<file path="config.mk">
export PLATFORM = sky130hd
export DESIGN_NAME = my_sync_fifo
export DESIGN_NICKNAME = d
export VERILOG_FILES = /design/src/rtl/my_fifo_pkg.sv /design/src/rtl/my_fifo_mem.sv /design/src/rtl/my_sync_fifo.sv
export SDC_FILE = /design/constraint.sdc
export NUM_CORES = 1
export LEC_CHECK = 0
export ABC_AREA = 1
export ABC_CLOCK_PERIOD_IN_PS = 1650
export BUFFER_PORTS_ARGS = -buffer_cell sky130_fd_sc_hd__buf_2
export CORE_AREA = 2 2 97 99
export DETAILED_ROUTE_END_ITERATION = 10
export DIE_AREA = 0 0 99 101
export GPL_TIMING_DRIVEN = 0
export HOLD_SLACK_MARGIN = 0.12
export PLACE_DENSITY = 0.74
export RECOVER_POWER = 100
export SLEW_MARGIN = 40
export SYNTH_ARGS = -nofsm -noshare
export SYNTH_HDL_FRONTEND = slang
export SYNTH_SLANG_ARGS = --single-unit
export TNS_END_PERCENT = 10
</file>
<file path="constraint.sdc">
create_clock -name clk -period 1.65 [get_ports clk]
set_input_delay 0.0825 -clock clk [delete_from_list [all_inputs] [get_ports clk]]
set_output_delay 0.0825 -clock clk [all_outputs]
set_load 0.005 [all_outputs]
</file>
<file path="src/rtl/my_fifo_pkg.sv">
// my_fifo_pkg: shared defaults and a constant-evaluable clog2 for the FIFO blocks
package my_fifo_pkg;
  localparam int DATA_W_DEF = 12;
  localparam int DEPTH_DEF  = 8;
  function automatic int clog2(input int v);
    int r;
    r = 0;
    for (int i = 0; i < 31; i++) r = ((1 << i) < v) ? i + 1 : r;
    return r;
  endfunction
endpackage

</file>
<file path="src/rtl/my_fifo_mem.sv">
// my_fifo_mem: DEPTH x DATA_W storage, synchronous write, asynchronous read
// Ports: clk; we/waddr/wdata write port; raddr/rdata combinational read port.
// Kept separate so an SRAM macro with the same port shape can replace it.
module my_fifo_mem #(
  parameter int DATA_W = 12,
  parameter int DEPTH  = 8,
  parameter int ADDR_W = 3
) (
  input  logic              clk,
  input  logic              we,
  input  logic [ADDR_W-1:0] waddr,
  input  logic [DATA_W-1:0] wdata,
  input  logic [ADDR_W-1:0] raddr,
  output logic [DATA_W-1:0] rdata
);
  logic [DATA_W-1:0] mem [DEPTH];
  always_ff @(posedge clk)
    if (we) mem[waddr] <= wdata;
  assign rdata = mem[raddr];
endmodule

</file>
<file path="src/rtl/my_sync_fifo.sv">
// my_sync_fifo: parametrised show-ahead synchronous FIFO with thresholds and sticky errors
// Ports: clk, rst (sync, active-high); wr_en/wr_data write side; rd_en/rd_data show-ahead head word;
// full/empty/almost_full/almost_empty/count registered status; overflow/underflow sticky, cleared by err_clr.
// Build option MY_FIFO_PEAK_EN adds output peak: max count since reset or err_clr.
module my_sync_fifo
  import my_fifo_pkg::*;
#(
  parameter int DATA_W    = DATA_W_DEF,
  parameter int DEPTH     = DEPTH_DEF,
  parameter int AFULL_TH  = 6,
  parameter int AEMPTY_TH = 2,
  localparam int ADDR_W   = clog2(DEPTH),
  localparam int CNT_W    = clog2(DEPTH + 1)
) (
  input  logic              clk,
  input  logic              rst,
  input  logic              wr_en,
  input  logic [DATA_W-1:0] wr_data,
  input  logic              rd_en,
  output logic [DATA_W-1:0] rd_data,
  output logic              full,
  output logic              empty,
  output logic              almost_full,
  output logic              almost_empty,
  output logic [CNT_W-1:0]  count,
  output logic              overflow,
  output logic              underflow,
  input  logic              err_clr
`ifdef MY_FIFO_PEAK_EN
  ,
  output logic [CNT_W-1:0]  peak
`endif
);
  logic [ADDR_W-1:0] wr_ptr, rd_ptr, wr_ptr_next, rd_ptr_next;
  logic [CNT_W-1:0] count_next;
  logic wr_acc, rd_acc;
  // a write into a full FIFO is still accepted when a read frees a slot the same cycle
  always_comb begin
    wr_acc      = wr_en & (~full | rd_en);
    rd_acc      = rd_en & ~empty;
    count_next  = count + CNT_W'(wr_acc) - CNT_W'(rd_acc);
    wr_ptr_next = (wr_ptr == ADDR_W'(DEPTH - 1)) ? '0 : wr_ptr + ADDR_W'(1);
    rd_ptr_next = (rd_ptr == ADDR_W'(DEPTH - 1)) ? '0 : rd_ptr + ADDR_W'(1);
  end
  // flags come from count_next so they move on the same edge as count
  always_ff @(posedge clk)
    if (rst) begin
      wr_ptr       <= '0;
      rd_ptr       <= '0;
      count        <= '0;
      empty        <= 1'b1;
      full         <= 1'b0;
      almost_empty <= 1'b1;
      almost_full  <= 1'b0;
      overflow     <= 1'b0;
      underflow    <= 1'b0;
    end else begin
      wr_ptr       <= wr_acc ? wr_ptr_next : wr_ptr;
      rd_ptr       <= rd_acc ? rd_ptr_next : rd_ptr;
      count        <= count_next;
      empty        <= count_next == '0;
      full         <= count_next == CNT_W'(DEPTH);
      almost_empty <= count_next <= CNT_W'(AEMPTY_TH);
      almost_full  <= count_next >= CNT_W'(AFULL_TH);
      overflow     <= (wr_en & full & ~rd_en) | (overflow & ~err_clr);
      underflow    <= (rd_en & empty) | (underflow & ~err_clr);
    end
`ifdef MY_FIFO_PEAK_EN
  always_ff @(posedge clk)
    if (rst) peak <= '0;
    else peak <= (err_clr || count_next > peak) ? count_next : peak;
`endif
  my_fifo_mem #(
    .DATA_W(DATA_W),
    .DEPTH (DEPTH),
    .ADDR_W(ADDR_W)
  ) u_mem (
    .clk  (clk),
    .we   (wr_acc),
    .waddr(wr_ptr),
    .wdata(wr_data),
    .raddr(rd_ptr),
    .rdata(rd_data)
  );
endmodule

</file>
== After elaboration in Yosys (flattened, before gate mapping) ==
Memories as Yosys holds them, arrays and structs flattened. A register that Yosys moved wholly into a read port is not among the register bits.
Cells that the tools add are included.
Widths: inputs -> output; s select.

* Reduce and logical (&&, ||, !) cells: 1
* Bitwise operators: 14
* Add/subtract/negate cells: 4
* Order comparisons: 2
* Eq/ne operators: 3
* Muxes and demuxes: 6

{| class="wikitable"
|+ Operator list
! kind !! count
|-
| $mux 3 || 4
|-
| $and 1x1->1 || 7
|-
| $add 3x1->3 const B || 2
|-
| $eq 3x3->1 const B || 2
|-
| $add 4x1->4 || 1
|-
| $eq 4x4->1 const B || 1
|-
| $ge 4x3->1 const B || 1
|-
| $le 4x2->1 const B || 1
|-
| $logic_not 4->1 || 1
|-
| $not 1->1 || 4
|-
| $sub 4x1->4 || 1
|-
| $or 1x1->1 || 3
|-
| $mux 1 || 2
|}

* RAM bits: 96
* Memories: 1
* Flip-flop bits (word level): 16
* Input port bits: 17

{| class="wikitable"
|+ Memory list
! name !! depth !! bits a word !! read ports !! clocked after memory_dff !! write ports !! line !! source
|-
| u_mem.mem || 8 || 12 || 1 || 1 || 1 || my_fifo_mem.sv:16 || <nowiki>logic [DATA_W-1:0] mem [DEPTH];</nowiki>
|}

== Logic depth before layout (Yosys ltp) ==
* Depth in word-level cells: 6
* Gate-level depth with buffers: 13

== Hierarchy ==
From an unflattened synthesis, not the netlist that was laid out.

* Cells, all modules: 523
* Area, all modules: 4977.3 µm²

{| class="wikitable"
|+ By module, submodules not included
! module !! instances !! sequential area each (µm²) !! cells an instance !! area an instance (µm²)
|-
| my_fifo_mem || 1 || 2882.8 || 433 || 4239.1
|-
| my_sync_fifo || 1 || 320.3 || 90 || 738.2
|}

== Least setup slack after synthesis ==
Ideal clock, no wire load.

* Path type: register to register
* Start point: reg full
* End point: reg almost_empty
* Required time: 1.531 ns
* Stages on the path, launching flop included: 10
* Period minus slack after synthesis: 1.841 ns
* Setup slack: -0.191 ns
* Arrival time: 1.722 ns
* Cells stage by stage: dfxtp_1 -> nand2_1 -> nand2_1 -> ha_1 -> inv_1 -> ha_1 -> fa_1 -> inv_1 -> o21ai_0 -> o21bai_1

* Word-level cells in the longest chain between the ends: 6

{| class="wikitable"
|+ RTL lines
! item !! line !! source
|-
| start: declaration || my_sync_fifo.sv:21 || <nowiki>output logic full,</nowiki>
|-
| start signal: assignment || my_sync_fifo.sv:62 || <nowiki>full <= count_next == CNT_W'(DEPTH);</nowiki>
|-
| $not 1->1 || my_sync_fifo.sv:39 || <nowiki>wr_acc = wr_en & (~full | rd_en);</nowiki>
|-
| $or 1x1->1 || my_sync_fifo.sv:39 ||
|-
| $and 1x1->1 || my_sync_fifo.sv:39 ||
|-
| $add 4x1->4 || my_sync_fifo.sv:41 || <nowiki>count_next = count + CNT_W'(wr_acc) - CNT_W'(rd_acc);</nowiki>
|-
| $sub 4x1->4 || my_sync_fifo.sv:41 ||
|-
| via count_next[1] || my_sync_fifo.sv:35 || <nowiki>logic [CNT_W-1:0] count_next;</nowiki>
|-
| $le 4x2->1 || my_sync_fifo.sv:63 || <nowiki>almost_empty <= count_next <= CNT_W'(AEMPTY_TH);</nowiki>
|-
| end signal: assignment || my_sync_fifo.sv:63 ||
|-
| end: declaration || my_sync_fifo.sv:24 || <nowiki>output logic almost_empty,</nowiki>
|}

The timed path passes the listed nets, and every way through them passes these cells.
A chain may end at the register's enable or synchronous reset.

==> metrics.yaml <==
die_height_um: 101
critical_path_arrival_ns: 1.81
failing_checks: "negative setup slack"
power.static_leakage_nw: 2.46
yosys_cell_types: 20
flow.area_growth_from_synthesis_pct: 35.8
postLayoutCellArea_um2: 6340
worst_hold_path.endpoint: "wr_ptr[0]"
dieArea_um2: 10000
crit_required_ns: 1.57
netSwitchingPower_w: 0.00308
timing.rr.end: "empty"
post-synth-top-area-fraction: 0.618
peakVddDrop_mv: 1.10
place_hpwl_um: 6120
fin_skew_ns: 0.00793
criticalPathCategory: "flop to output pin"
synth_edf_count: 96
synth_seq_area_share: 0.699
start_util: 0.520
clock_power_share: 0.333
holdPathStages: 7
placeableCoreArea_um2: 8980
timing_hold_violations_final: 0
dpl-instance-area_um2: 5060
clk_pin_slew_worst_paths_ns: 0.05
largest_net_degree_at_the_start_of_global_routing: 17
setup_ws_ns: -0.242
cts-buffers-inserted: 17
total_power_w: 0.00991
antenna_diode_instance_count: 0
synth_area_um2: 4670
row_count: 35
number_of_buffers_on_the_longest_clock_path: 2
antenna_violations_before_repair: 0
hold_path_class: "input pin to flop"
timing.fmax_mhz: 528
hold_path.startpoint: "wr_en"
share_comb_of_total_power: 0.305
final.period_utilization: 1.15
maxSlewViolCount: 0
seq_power_share: 0.362
async_flop_share: 0
switching_share: 0.311
cts.sink_count: 115
drt_wl_total_um: 11300
worst_skew_pair.late_latency_ns: 0.52
via_count_of_the_first_global_routing_pass: 3328
maximum_fanout_count_along_the_critical_path: 7
die_width_um: 99
place.detailed.instances: 577
netlist_instances: 429
io_pins: 39
worstMarginPinSlew_ns: 0.487
cp_capture_type: "output pin"
largest_cells_by_area_after_synthesis: "sky130_fd_sc_hd__edfxtp_1 62%, sky130_fd_sc_hd__nor2_1 9.2%, sky130_fd_sc_hd__dfxtp_1 8.1%"
globalRouteTotalUtil: 0.235
count_of_port_buffers_added_during_placement: 37
yosys.area.top_type: "sky130_fd_sc_hd__edfxtp_1"
rr_startpoint: "full"
setup_failing_eps_final: 17
cap_violations: 0
grt_overflow: 0
postRouteAntennaNets: 0
drt-initial-drc-count: 247
run_status: "complete, but fails checks"
clock_tree.root_cell: "sky130_fd_sc_hd__clkbuf_8"
drtPass1Iterations: 5
grt_first_pass_wirelength_um: 16900
gpl.final_weighted_congestion: 0.791
drcViolationCount: 0
dominant_synthesized_flop_cell: "sky130_fd_sc_hd__edfxtp_1"
worst_setup_path_start_kind: "flop"
detailroute.via_count: 3412
worst-r2r-setup-slack_ns: -0.17
avgSynthCellArea_um2: 10.9
finalNetCount: 540
internal-power_w: 0.00683
postSynthNetCount: 455
yosys_warnings: 0
yosys_register_bits: 115
vias_per_instance: 5.35
grt_setup_unrepaired: "true"
tns_ns: -2.42
min_period_ns: 1.89
finish.cell_count_without_fillers: 638
worst-r2r-cell-count: 9
avgRoutedWirePerCell_um: 17.7
cts_max_level: 4
power-per-cell-area_nw_per_um2: 1560
slew-limit-headroom: 0.674
post_route_cells_drive_above_1_share: 0.285
cts_tree: "built"
whs_ns: 0.276
## power groups by stage
stage | Sequential, W | Clock [W] | Combinational [W]
after floorplan | 0.00359 | 0 | 0.00144
after global routing | 0.00361 | 0.00347 | 0.00332
after detailed placement | 0.00360 | 0 | 0.00219
after CTS | 0.00357 | 0.00331 | 0.00274
after global placement | 0.00359 | 0 | 0.00209
final | 0.00358 | 0.00330 | 0.00302
## metal layers
layer  GRT usage  vias up  routed length [um]  part of all wire
li1            -     1616                   -                 -
met1       0.276     1612                4390              0.39
met2       0.399      148                5810              0.51
met3      0.0541       36                 713             0.063
met4       0.133        0                 389             0.034
met5           0        -                   0                 0
## placed cells by master, fill, tap and decap left out, types with 3 or more instances in the layout
cell | Yosys | final
sky130_fd_sc_hd__nor2_2 | 0 | 15
sky130_fd_sc_hd__ha_1 | 8 | 6
sky130_fd_sc_hd__o21ai_2 | 0 | 11
sky130_fd_sc_hd__inv_2 | 3 | 4
sky130_fd_sc_hd__buf_4 | 3 | 7
sky130_fd_sc_hd__clkbuf_16 | 0 | 16
sky130_fd_sc_hd__clkbuf_4 | 0 | 3
sky130_fd_sc_hd__buf_8 | 0 | 3
sky130_fd_sc_hd__buf_16 | 0 | 3
sky130_fd_sc_hd__nand2_2 | 0 | 4
sky130_fd_sc_hd__buf_12 | 0 | 4
sky130_fd_sc_hd__buf_2 | 6 | 24
sky130_fd_sc_hd__nor2_1 | 114 | 73
sky130_fd_sc_hd__o21ai_1 | 24 | 29
sky130_fd_sc_hd__o21ai_0 | 29 | 13
sky130_fd_sc_hd__clkinv_2 | 0 | 5
sky130_fd_sc_hd__clkbuf_1 | 6 | 14
sky130_fd_sc_hd__buf_6 | 3 | 3
sky130_fd_sc_hd__nand2_4 | 0 | 3
sky130_fd_sc_hd__dlygate4sd3_1 | 0 | 20
sky130_fd_sc_hd__nand3_1 | 4 | 3
sky130_fd_sc_hd__clkinv_1 | 0 | 6
sky130_fd_sc_hd__dfxtp_1 | 19 | 16
sky130_fd_sc_hd__nand2_1 | 85 | 78
sky130_fd_sc_hd__a21oi_1 | 5 | 4
sky130_fd_sc_hd__edfxtp_1 | 96 | 96
sky130_fd_sc_hd__nor2_4 | 0 | 26
sky130_fd_sc_hd__inv_1 | 18 | 15
## synth_stat cells, types with 2 or more instances
cell,instances
sky130_fd_sc_hd__buf_6,3
sky130_fd_sc_hd__buf_4,3
sky130_fd_sc_hd__nor2_1,114
sky130_fd_sc_hd__dfxtp_1,19
sky130_fd_sc_hd__o21bai_1,2
sky130_fd_sc_hd__o21ai_0,29
sky130_fd_sc_hd__edfxtp_1,96
sky130_fd_sc_hd__nand2_1,85
sky130_fd_sc_hd__inv_1,18
sky130_fd_sc_hd__o21ai_1,24
sky130_fd_sc_hd__inv_2,3
sky130_fd_sc_hd__buf_2,6
sky130_fd_sc_hd__nand3_1,4
sky130_fd_sc_hd__a21oi_1,5
sky130_fd_sc_hd__clkbuf_1,6
sky130_fd_sc_hd__ha_1,8
## sequential cells by signal, indices dropped and copies added, names as in the netlist, named ones only
register      flops
wr_ptr            3
u_mem.mem        96
almost_empty      1
underflow         1
almost_full       1
overflow          1
rd_ptr            3
empty             1
count             4
full              1
## cell families (layout without fill, tap and decap cells)
family                     Yosys count  after routing  share of synthesized area
xor gates and xnor gates             1              1                    0.00188
DFF                                115            115                      0.699
buffers and inverters               39            137                     0.0402
and+or+nand+nor                    204            204                      0.166
AOI/OAI and AO/OA                   61             61                     0.0675
adders and majority gates            9              9                     0.0257
## cell type report
| class | count | area, um2 |
|---|---|---|
| inverters | 21 | 83.8 |
| clock buffers | 17 | 414 |
| repair buffers | 66 | 529 |
| flip-flops and latches | 115 | 3270 |
| plain buffers | 18 | 203 |
| fillers | 598 | 2640 |
| well taps | 111 | 139 |
| multi-input cells | 275 | 1580 |
| clock inverters | 15 | 123 |
## how the worst max path moves through the flow
stage | startpoint | cells past startpoint | to
4_1_cts | full | 9 | almost_empty
5_1_grt | flop | 9 | rd_data[9]
2_1_floorplan | full | 9 | almost_empty
3_3_place_gp | full | 5 | u_mem.mem[0][7]
6_report | flop | 9 | rd_data[9]
3_5_place_dp | full | 9 | almost_empty
## metrics by stage
stage,utilization,setup WS [ns]
CTS,0.692,-0.219
global placement,0.561,-0.462
finish,0.706,-0.242
floorplan,-,-0.112
global route,0.706,-0.355
detailed placement,0.563,-0.214
## worst max-delay path, cell delays in order, from the launching register on
cell	delay, ns
sky130_fd_sc_hd__dfxtp_4	0.40
sky130_fd_sc_hd__buf_12	0.17
sky130_fd_sc_hd__buf_12	0.15
sky130_fd_sc_hd__nor2_4	0.04
sky130_fd_sc_hd__nor2_1	0.11
sky130_fd_sc_hd__o21ai_1	0.10
sky130_fd_sc_hd__nand2_1	0.07
sky130_fd_sc_hd__nand2_1	0.06
sky130_fd_sc_hd__nand2_2	0.08
sky130_fd_sc_hd__buf_2	0.11
## timing repair
| item | in CTS | in global routing |
|---|---|---|
| buffers inserted | 3 | 2 |
| resized for setup | 100 | 36 |
| cloned | 4 | 0 |
| pin swaps | 23 | 16 |
| hold buffers | 20 | 0 |
| endpoints found under the hold margin | 113 | 0 |
| setup endpoints to repair | 114 | 115 |
Note: power is estimated with default switching activity, not from simulation.
